File: src/rtl/game_speed_ctrl_if.sv
// Signal bundle between the game-pace controller and its surroundings.
// master drives frame/key/collision inputs; slave is the controller itself.
interface game_speed_ctrl_if;
    logic       startOfFrame;
    logic       startKey;
    logic       pauseKey;
    logic       collision;
    logic [2:0] speed;
    logic       running;
    logic       crashed;
    logic       levelUp;
    logic       frameEnable;

    modport master (
        output startOfFrame, startKey, pauseKey, collision,
        input  speed, running, crashed, levelUp, frameEnable
    );

    modport slave (
        input  startOfFrame, startKey, pauseKey, collision,
        output speed, running, crashed, levelUp, frameEnable
    );
endinterface

File: src/rtl/game_speed_ctrl.sv
// Game-pace controller: IDLE/RUN/PAUSE/CRASH FSM that ramps speed every LEVEL_FRAMES frames.
// All outputs registered (one clk after the sampled event) except frameEnable, which is combinational.
module game_speed_ctrl #(
    parameter int LEVEL_FRAMES  = 300,
    parameter int CRASH_FRAMES  = 60,
    parameter int MAX_SPEED     = 7,
    parameter int INITIAL_SPEED = 0
) (
    input  logic               clk,
    input  logic               resetN,
    game_speed_ctrl_if.slave   bus
);
    localparam logic [15:0] LEVEL_LAST = 16'(LEVEL_FRAMES - 1);
    localparam logic [15:0] CRASH_LAST = 16'(CRASH_FRAMES - 1);
    localparam logic [2:0]  SPEED_MAX  = 3'(MAX_SPEED);
    localparam logic [2:0]  SPEED_INIT = 3'(INITIAL_SPEED);

    typedef enum logic [1:0] {
        IDLE  = 2'd0,
        RUN   = 2'd1,
        PAUSE = 2'd2,
        CRASH = 2'd3
    } state_t;

    state_t      r_state;
    logic [15:0] r_frameCnt;
    logic [15:0] r_crashCnt;
    logic [2:0]  r_speed;
    logic        r_running;
    logic        r_crashed;
    logic        r_levelUp;
    logic        r_startPrev;
    logic        r_pausePrev;

    logic        w_startEdge;
    logic        w_pauseEdge;

    assign w_startEdge = bus.startKey & ~r_startPrev;
    assign w_pauseEdge = bus.pauseKey & ~r_pausePrev;

    always_ff @(posedge clk or negedge resetN) begin
        if (!resetN) begin
            r_state     <= IDLE;
            r_frameCnt  <= 16'd0;
            r_crashCnt  <= 16'd0;
            r_speed     <= SPEED_INIT;
            r_running   <= 1'b0;
            r_crashed   <= 1'b0;
            r_levelUp   <= 1'b0;
            r_startPrev <= 1'b0;
            r_pausePrev <= 1'b0;
        end else begin
            r_startPrev <= bus.startKey;
            r_pausePrev <= bus.pauseKey;
            r_levelUp   <= 1'b0;
            case (r_state)
                IDLE: begin
                    if (w_startEdge) begin
                        r_state    <= RUN;
                        r_running  <= 1'b1;
                        r_frameCnt <= 16'd0;
                        r_speed    <= SPEED_INIT;
                    end
                end
                RUN: begin
                    // Collision outranks a same-cycle frame tick: counters stay put.
                    if (bus.collision) begin
                        r_state    <= CRASH;
                        r_crashCnt <= 16'd0;
                        r_running  <= 1'b0;
                        r_crashed  <= 1'b1;
                    end else if (w_pauseEdge) begin
                        r_state   <= PAUSE;
                        r_running <= 1'b0;
                    end else if (bus.startOfFrame) begin
                        if (r_frameCnt == LEVEL_LAST) begin
                            r_frameCnt <= 16'd0;
                            if (r_speed < SPEED_MAX) begin
                                r_speed   <= r_speed + 3'd1;
                                r_levelUp <= 1'b1;
                            end
                        end else begin
                            r_frameCnt <= r_frameCnt + 16'd1;
                        end
                    end
                end
                PAUSE: begin
                    if (w_pauseEdge) begin
                        r_state   <= RUN;
                        r_running <= 1'b1;
                    end
                end
                CRASH: begin
                    if (bus.startOfFrame) begin
                        if (r_crashCnt == CRASH_LAST) begin
                            r_state   <= IDLE;
                            r_crashed <= 1'b0;
                            r_speed   <= SPEED_INIT;
                        end else begin
                            r_crashCnt <= r_crashCnt + 16'd1;
                        end
                    end
                end
                default: begin
                    r_state <= IDLE;
                end
            endcase
        end
    end

    assign bus.speed       = r_speed;
    assign bus.running     = r_running;
    assign bus.crashed     = r_crashed;
    assign bus.levelUp     = r_levelUp;
    assign bus.frameEnable = bus.startOfFrame & (r_state == RUN);

endmodule

File: src/flat_wrapper.sv
// flat-port wrapper written by rule: the top's interface ports become plain ports
module game_speed_ctrl_flat 
#(
    parameter int LEVEL_FRAMES  = 300,
    parameter int CRASH_FRAMES  = 60,
    parameter int MAX_SPEED     = 7,
    parameter int INITIAL_SPEED = 0
)
  (clk, resetN, bus_startOfFrame, bus_startKey, bus_pauseKey, bus_collision, bus_speed, bus_running, bus_crashed, bus_levelUp, bus_frameEnable);
  game_speed_ctrl_if bus_i ();
  input  logic clk;
  input  logic resetN;
  input wire logic [$bits(bus_i.startOfFrame)-1:0] bus_startOfFrame;
  input wire logic [$bits(bus_i.startKey)-1:0] bus_startKey;
  input wire logic [$bits(bus_i.pauseKey)-1:0] bus_pauseKey;
  input wire logic [$bits(bus_i.collision)-1:0] bus_collision;
  output wire logic [$bits(bus_i.speed)-1:0] bus_speed;
  output wire logic [$bits(bus_i.running)-1:0] bus_running;
  output wire logic [$bits(bus_i.crashed)-1:0] bus_crashed;
  output wire logic [$bits(bus_i.levelUp)-1:0] bus_levelUp;
  output wire logic [$bits(bus_i.frameEnable)-1:0] bus_frameEnable;
  assign bus_i.startOfFrame = bus_startOfFrame;
  assign bus_i.startKey = bus_startKey;
  assign bus_i.pauseKey = bus_pauseKey;
  assign bus_i.collision = bus_collision;
  assign bus_speed = bus_i.speed;
  assign bus_running = bus_i.running;
  assign bus_crashed = bus_i.crashed;
  assign bus_levelUp = bus_i.levelUp;
  assign bus_frameEnable = bus_i.frameEnable;
  game_speed_ctrl #(.LEVEL_FRAMES(LEVEL_FRAMES), .CRASH_FRAMES(CRASH_FRAMES), .MAX_SPEED(MAX_SPEED), .INITIAL_SPEED(INITIAL_SPEED)) u_core (.clk(clk), .resetN(resetN), .bus(bus_i));
endmodule
File: config.mk
export PLATFORM = sky130hd
export DESIGN_NAME = game_speed_ctrl_flat
export DESIGN_NICKNAME = d
export VERILOG_FILES = /design/src/rtl/game_speed_ctrl_if.sv /design/src/rtl/game_speed_ctrl.sv /design/src/flat_wrapper.sv
export SDC_FILE = /design/constraint.sdc
export NUM_CORES = 1
export LEC_CHECK = 0
export ABC_AREA = 1
export BUFFER_PORTS_ARGS = -buffer_cell sky130_fd_sc_hd__buf_4
export CAP_MARGIN = 20
export CORE_MARGIN = 10
export CORE_UTILIZATION = 57
export DETAILED_ROUTE_END_ITERATION = 16
export GPL_ROUTABILITY_DRIVEN = 0
export PLACE_DENSITY = 0.75
export SETUP_SLACK_MARGIN = 0.15
export SYNTH_ARGS = -nofsm -noshare
export SYNTH_HDL_FRONTEND = slang
export SYNTH_SLANG_ARGS = --single-unit
File: constraint.sdc
create_clock -name clk -period 1.8 [get_ports clk]
set_input_delay 0.45 -clock clk [delete_from_list [all_inputs] [get_ports clk]]
set_output_delay 0.45 -clock clk [all_outputs]
set_load 0.02 [all_outputs]
==> metrics.md <==
| Metric | Value |
|---|---|
| Site Rows | 25 |
| TritonCTS sink count | 42 |
| H-tree lvl count | 2 |
| Most instantiated library cell after synthesis | sky130_fd_sc_hd__nand2_1 |
| Number of hold violations in the final report | 0 |
| Synth Flop Type | sky130_fd_sc_hd__dfrtp_1 |
| Fraction of the yosys area taken by sequential cells | between 30% and 40% |
| Number of DRC markers in iteration 0 | between 200 and 250 |
| Unique cell type count in the Yosys netlist | 30 |
| Crit path max-delay cell type | sky130_fd_sc_hd__dfrtp_2 |
| Clock tree from TritonCTS | yes |
| Top cells by instance count after synthesis | sky130_fd_sc_hd__nand2_1, sky130_fd_sc_hd__nor2_1, sky130_fd_sc_hd__dfrtp_1, sky130_fd_sc_hd__inv_1, sky130_fd_sc_hd__nand3_1 |
| Routed via count divided by cell count | between 5 and 6 |
| Worst EP required | between 1000 and 1500 ps |
| Share of the core filled with cells in the final layout | about two thirds |
| Post-synth EDFFs | 0 |
| HPWL after detailed placement | roughly 4500 um |
| Number of nets in the finished design | approximately 430 |
| Min Clock Period, post-route | roughly 1600 ps |
| Clock Skew | roughly 4.5 ps |
| Post-placement setup slack | roughly 110 ps |
| Via count of the routed design | 2647 |
| Pin count of the biggest net entering global routing | 43 |
| Total Power | 0.00366 W |
| Final setup violation count | 0 |
| Mapped Avg Cell Area | 6.91 um^2 |
| Slew headroom | approximately 64% |
| Maximum clock insertion buffer count | 2 |
| Clk root buf | sky130_fd_sc_hd__clkbuf_8 |
| Net count after synthesis | around 410 |
| Worst setup slack after layout | around 210 ps |
| Min-delay worst type | primary input to async pin |
| Total of max-cap violations | 0 |
| Post-DR wirelength/cell | 13.3 um |
| Worst-margin pin slew | around 530 ps |
| Synth top area cells | sky130_fd_sc_hd__dfrtp_1, sky130_fd_sc_hd__nand2_1, sky130_fd_sc_hd__nor2_1 |
| Floorplan die area | approximately 8000 um^2 |
| Fraction of layout cells with a size suffix above 1 | between 10% and 20% |
| I/O Buffers | 12 |
| Startpoint type of the worst setup path | flop |
| Power per cell area | 1170 nW/um^2 |
| Hold WS | approximately 130 ps |
| Yosys top cell area share | a little under two fifths |
| Number of instances in the synthesized netlist | approximately 400 |
| Combined global-route utilization of all metal layers | between 15 and 20% |
| Post-route DRC | 0 |
| Worst-path cell chain | nor2_4 -> inv_4 -> nor2_4 -> buf_6 |
| CP max FO | 5 |
| Reported leakage power | between 1 and 1.5 nW |
| Status | complete, no violations |
| Endpoint arrival time on the critical path | between 1000 and 1500 ps |
| Antenna violations before repair | 0 |
| GR Overflow Total | 0 |
| First-pass GRT wire length | approximately 11000 um |
| Post-route clock period utilization | roughly nine tenths |
| Clock-pin slew on the worst setup and hold paths | approximately 80 ps |
| Starting density of the core | 58.6% |
| Placeable core area | ~4700 um^2 |
| Cell repeated most along the worst path | sky130_fd_sc_hd__nor2_4 |
| Die X-Extent | a little under 90 um |
| Clock buffer count from CTS | 5 |
| CP peak stage delay | ~460 ps |
| Count of state elements after synthesis | between 40 and 50 |
| Post-synth design cell area | about 2700 um^2 |
| Number of global-route vias before repair | between 2000 and 2500 |
| WL final | between 6000 and 7000 um |
| Fraction of synthesis flops using an asynchronous set or reset pin | 100% |
| Most area-hungry cell type in the Yosys netlist | sky130_fd_sc_hd__dfrtp_1 |
| Number of fill cells | 397 |
| Number of antenna cells inserted | 0 |
| Ports | 13 |
| Layout Area Growth over Synthesis | 13.6% |
| Clock latency on the worst-skew pair | around 300 ps |
| Count of nets left with antenna violations after detail routing | 0 |
| Final total negative setup slack | 0 ps |
| Number of optimization iterations in the first detailed-route pass | 5 |
| Largest vdd supply drop | ~0.0006 V |
| Number of synthesis warnings | 0 |
| RSZ-0062 raised after global routing | yes |
| Maximum clock frequency | 628 MHz |
| Final Slew Violations | 0 |
| Start-to-end type of the worst setup path | flop to output port |
| Crit path capture type | output port |
| Chip height | between 80 and 90 um |
-- cells in the final DEF, fill, tap and decap left out --
| cell | n |
|---|---|
| sky130_fd_sc_hd__inv_4 | 1 |
| sky130_fd_sc_hd__o21a_1 | 1 |
| sky130_fd_sc_hd__nor3b_1 | 1 |
| sky130_fd_sc_hd__buf_6 | 1 |
| sky130_fd_sc_hd__dfrtp_1 | 38 |
| sky130_fd_sc_hd__o21bai_1 | 6 |
| sky130_fd_sc_hd__clkinv_1 | 1 |
| sky130_fd_sc_hd__ha_4 | 1 |
| sky130_fd_sc_hd__nand2_4 | 1 |
| sky130_fd_sc_hd__nor4_1 | 1 |
| sky130_fd_sc_hd__inv_1 | 36 |
| sky130_fd_sc_hd__nor2_2 | 3 |
| sky130_fd_sc_hd__nand2_2 | 7 |
| sky130_fd_sc_hd__o21ai_2 | 10 |
| sky130_fd_sc_hd__a21oi_1 | 3 |
| sky130_fd_sc_hd__nor2_4 | 2 |
| sky130_fd_sc_hd__nand3_1 | 34 |
| sky130_fd_sc_hd__clkbuf_1 | 1 |
| sky130_fd_sc_hd__and3_1 | 1 |
| sky130_fd_sc_hd__ha_2 | 1 |
| sky130_fd_sc_hd__nor2_1 | 56 |
| sky130_fd_sc_hd__nand4_1 | 22 |
| sky130_fd_sc_hd__buf_4 | 25 |
| sky130_fd_sc_hd__a21oi_2 | 3 |
| sky130_fd_sc_hd__xnor2_1 | 1 |
| sky130_fd_sc_hd__nand2_8 | 2 |
| sky130_fd_sc_hd__o21ai_0 | 5 |
| sky130_fd_sc_hd__nor3_1 | 3 |
| sky130_fd_sc_hd__or2_2 | 1 |
| sky130_fd_sc_hd__o21ai_1 | 9 |
| sky130_fd_sc_hd__nand2_1 | 125 |
| sky130_fd_sc_hd__clkinv_2 | 1 |
| sky130_fd_sc_hd__clkbuf_8 | 6 |
| sky130_fd_sc_hd__dfrtp_2 | 4 |
| sky130_fd_sc_hd__xor2_1 | 8 |
| sky130_fd_sc_hd__inv_2 | 4 |
| sky130_fd_sc_hd__ha_1 | 1 |
-- worst paths after layout --
kind | start | slack [ps] | depth (start not counted) | endpoint
min | resetN | 130 | 1 | u_core.r_crashCnt[14]
max reg2reg | u_core.r_crashCnt[1] | 240 | 8 | u_core.bus.speed[0]
min reg2reg | u_core.bus.running | 490 | 2 | u_core.bus.running
max in group asynchronous | resetN | 1280 | 1 | u_core.r_frameCnt[0]
max | u_core.r_state[1] | 210 | 4 | bus_frameEnable
min in group clk | bus_pauseKey | 260 | 1 | u_core.r_pausePrev
-- power by group --
part	total, W	switching, W	internal (W)
logic	0.00179	0.00119	0.000608
registers	0.00122	0.000150	0.00107
clock network	0.000646	0.000336	0.000310
total	0.00366	0.00167	0.00199
-- per-stage QoR --
step,cells,area (um^2)
final,480,3120
after global routing,480,3120
after CTS,471,3000
after detailed placement,462,2880
after global placement,462,2880
after floorplan,398,2750
-- cells by family after synthesis --
| kind of cell | after synthesis | share of synthesized area (%) |
|---|---|---|
| compound gates | 37 | 8.88 |
| xor+xnor | 9 | 2.87 |
| flops | 42 | 38.2 |
| fa+ha+maj | 3 | 1.37 |
| simple gates | 258 | 40.4 |
| buf+inv | 49 | 8.24 |
-- sequential cells by signal, indices dropped and copies added (netlist names) --
signal / flops
u_core.bus.running: 1
u_core.r_pausePrev: 1
u_core.bus.levelUp: 1
u_core.r_state: 2
u_core.bus.speed: 3
u_core.r_startPrev: 1
u_core.r_frameCnt: 16
u_core.r_crashCnt: 16
u_core.bus.crashed: 1
-- layout make-up --
| type | instances | area (um^2) | share of cell area [%] |
|---|---|---|---|
| clock buffer | 7 | 86.3 | 2.77 |
| sequential | 42 | 1060 | 33.8 |
| tap | 54 | 67.6 | 2.16 |
| clock inverter | 1 | 5.00 | 0.160 |
| inverter | 42 | 160 | 5.13 |
| multi-input combinational | 308 | 1550 | 49.6 |
| timing repair buffer | 26 | 199 | 6.37 |
-- metal layers --
| metal | up-vias | track usage (%) | share of wire [%] |
|---|---|---|---|
| met4 | 0 | 9.25 | 2.7 |
| met5 | - | 0 | 0 |
| met1 | 1193 | 21.8 | 49 |
| met2 | 89 | 25.1 | 42 |
| met3 | 20 | 3.10 | 6.2 |
| li1 | 1345 | - | - |
-- timing repair --
action | 4_1_cts | 5_1_grt
gates cloned | 0 | 1
hold buffers | 0 | 0
resized for setup | 5 | 15
pin swaps | 1 | 4
setup endpoints to repair | 17 | 30
setup buffers | 1 | 8
-- critical path, delay by kind of cell, from the launching register on --
| kind | cells | cell delay, ps |
|---|---|---|
| buffers and inverters | 2 | 170 |
| DFF | 1 | 460 |
| and+or+nand+nor | 2 | 220 |
Note: power is estimated with default switching activity, not from simulation.
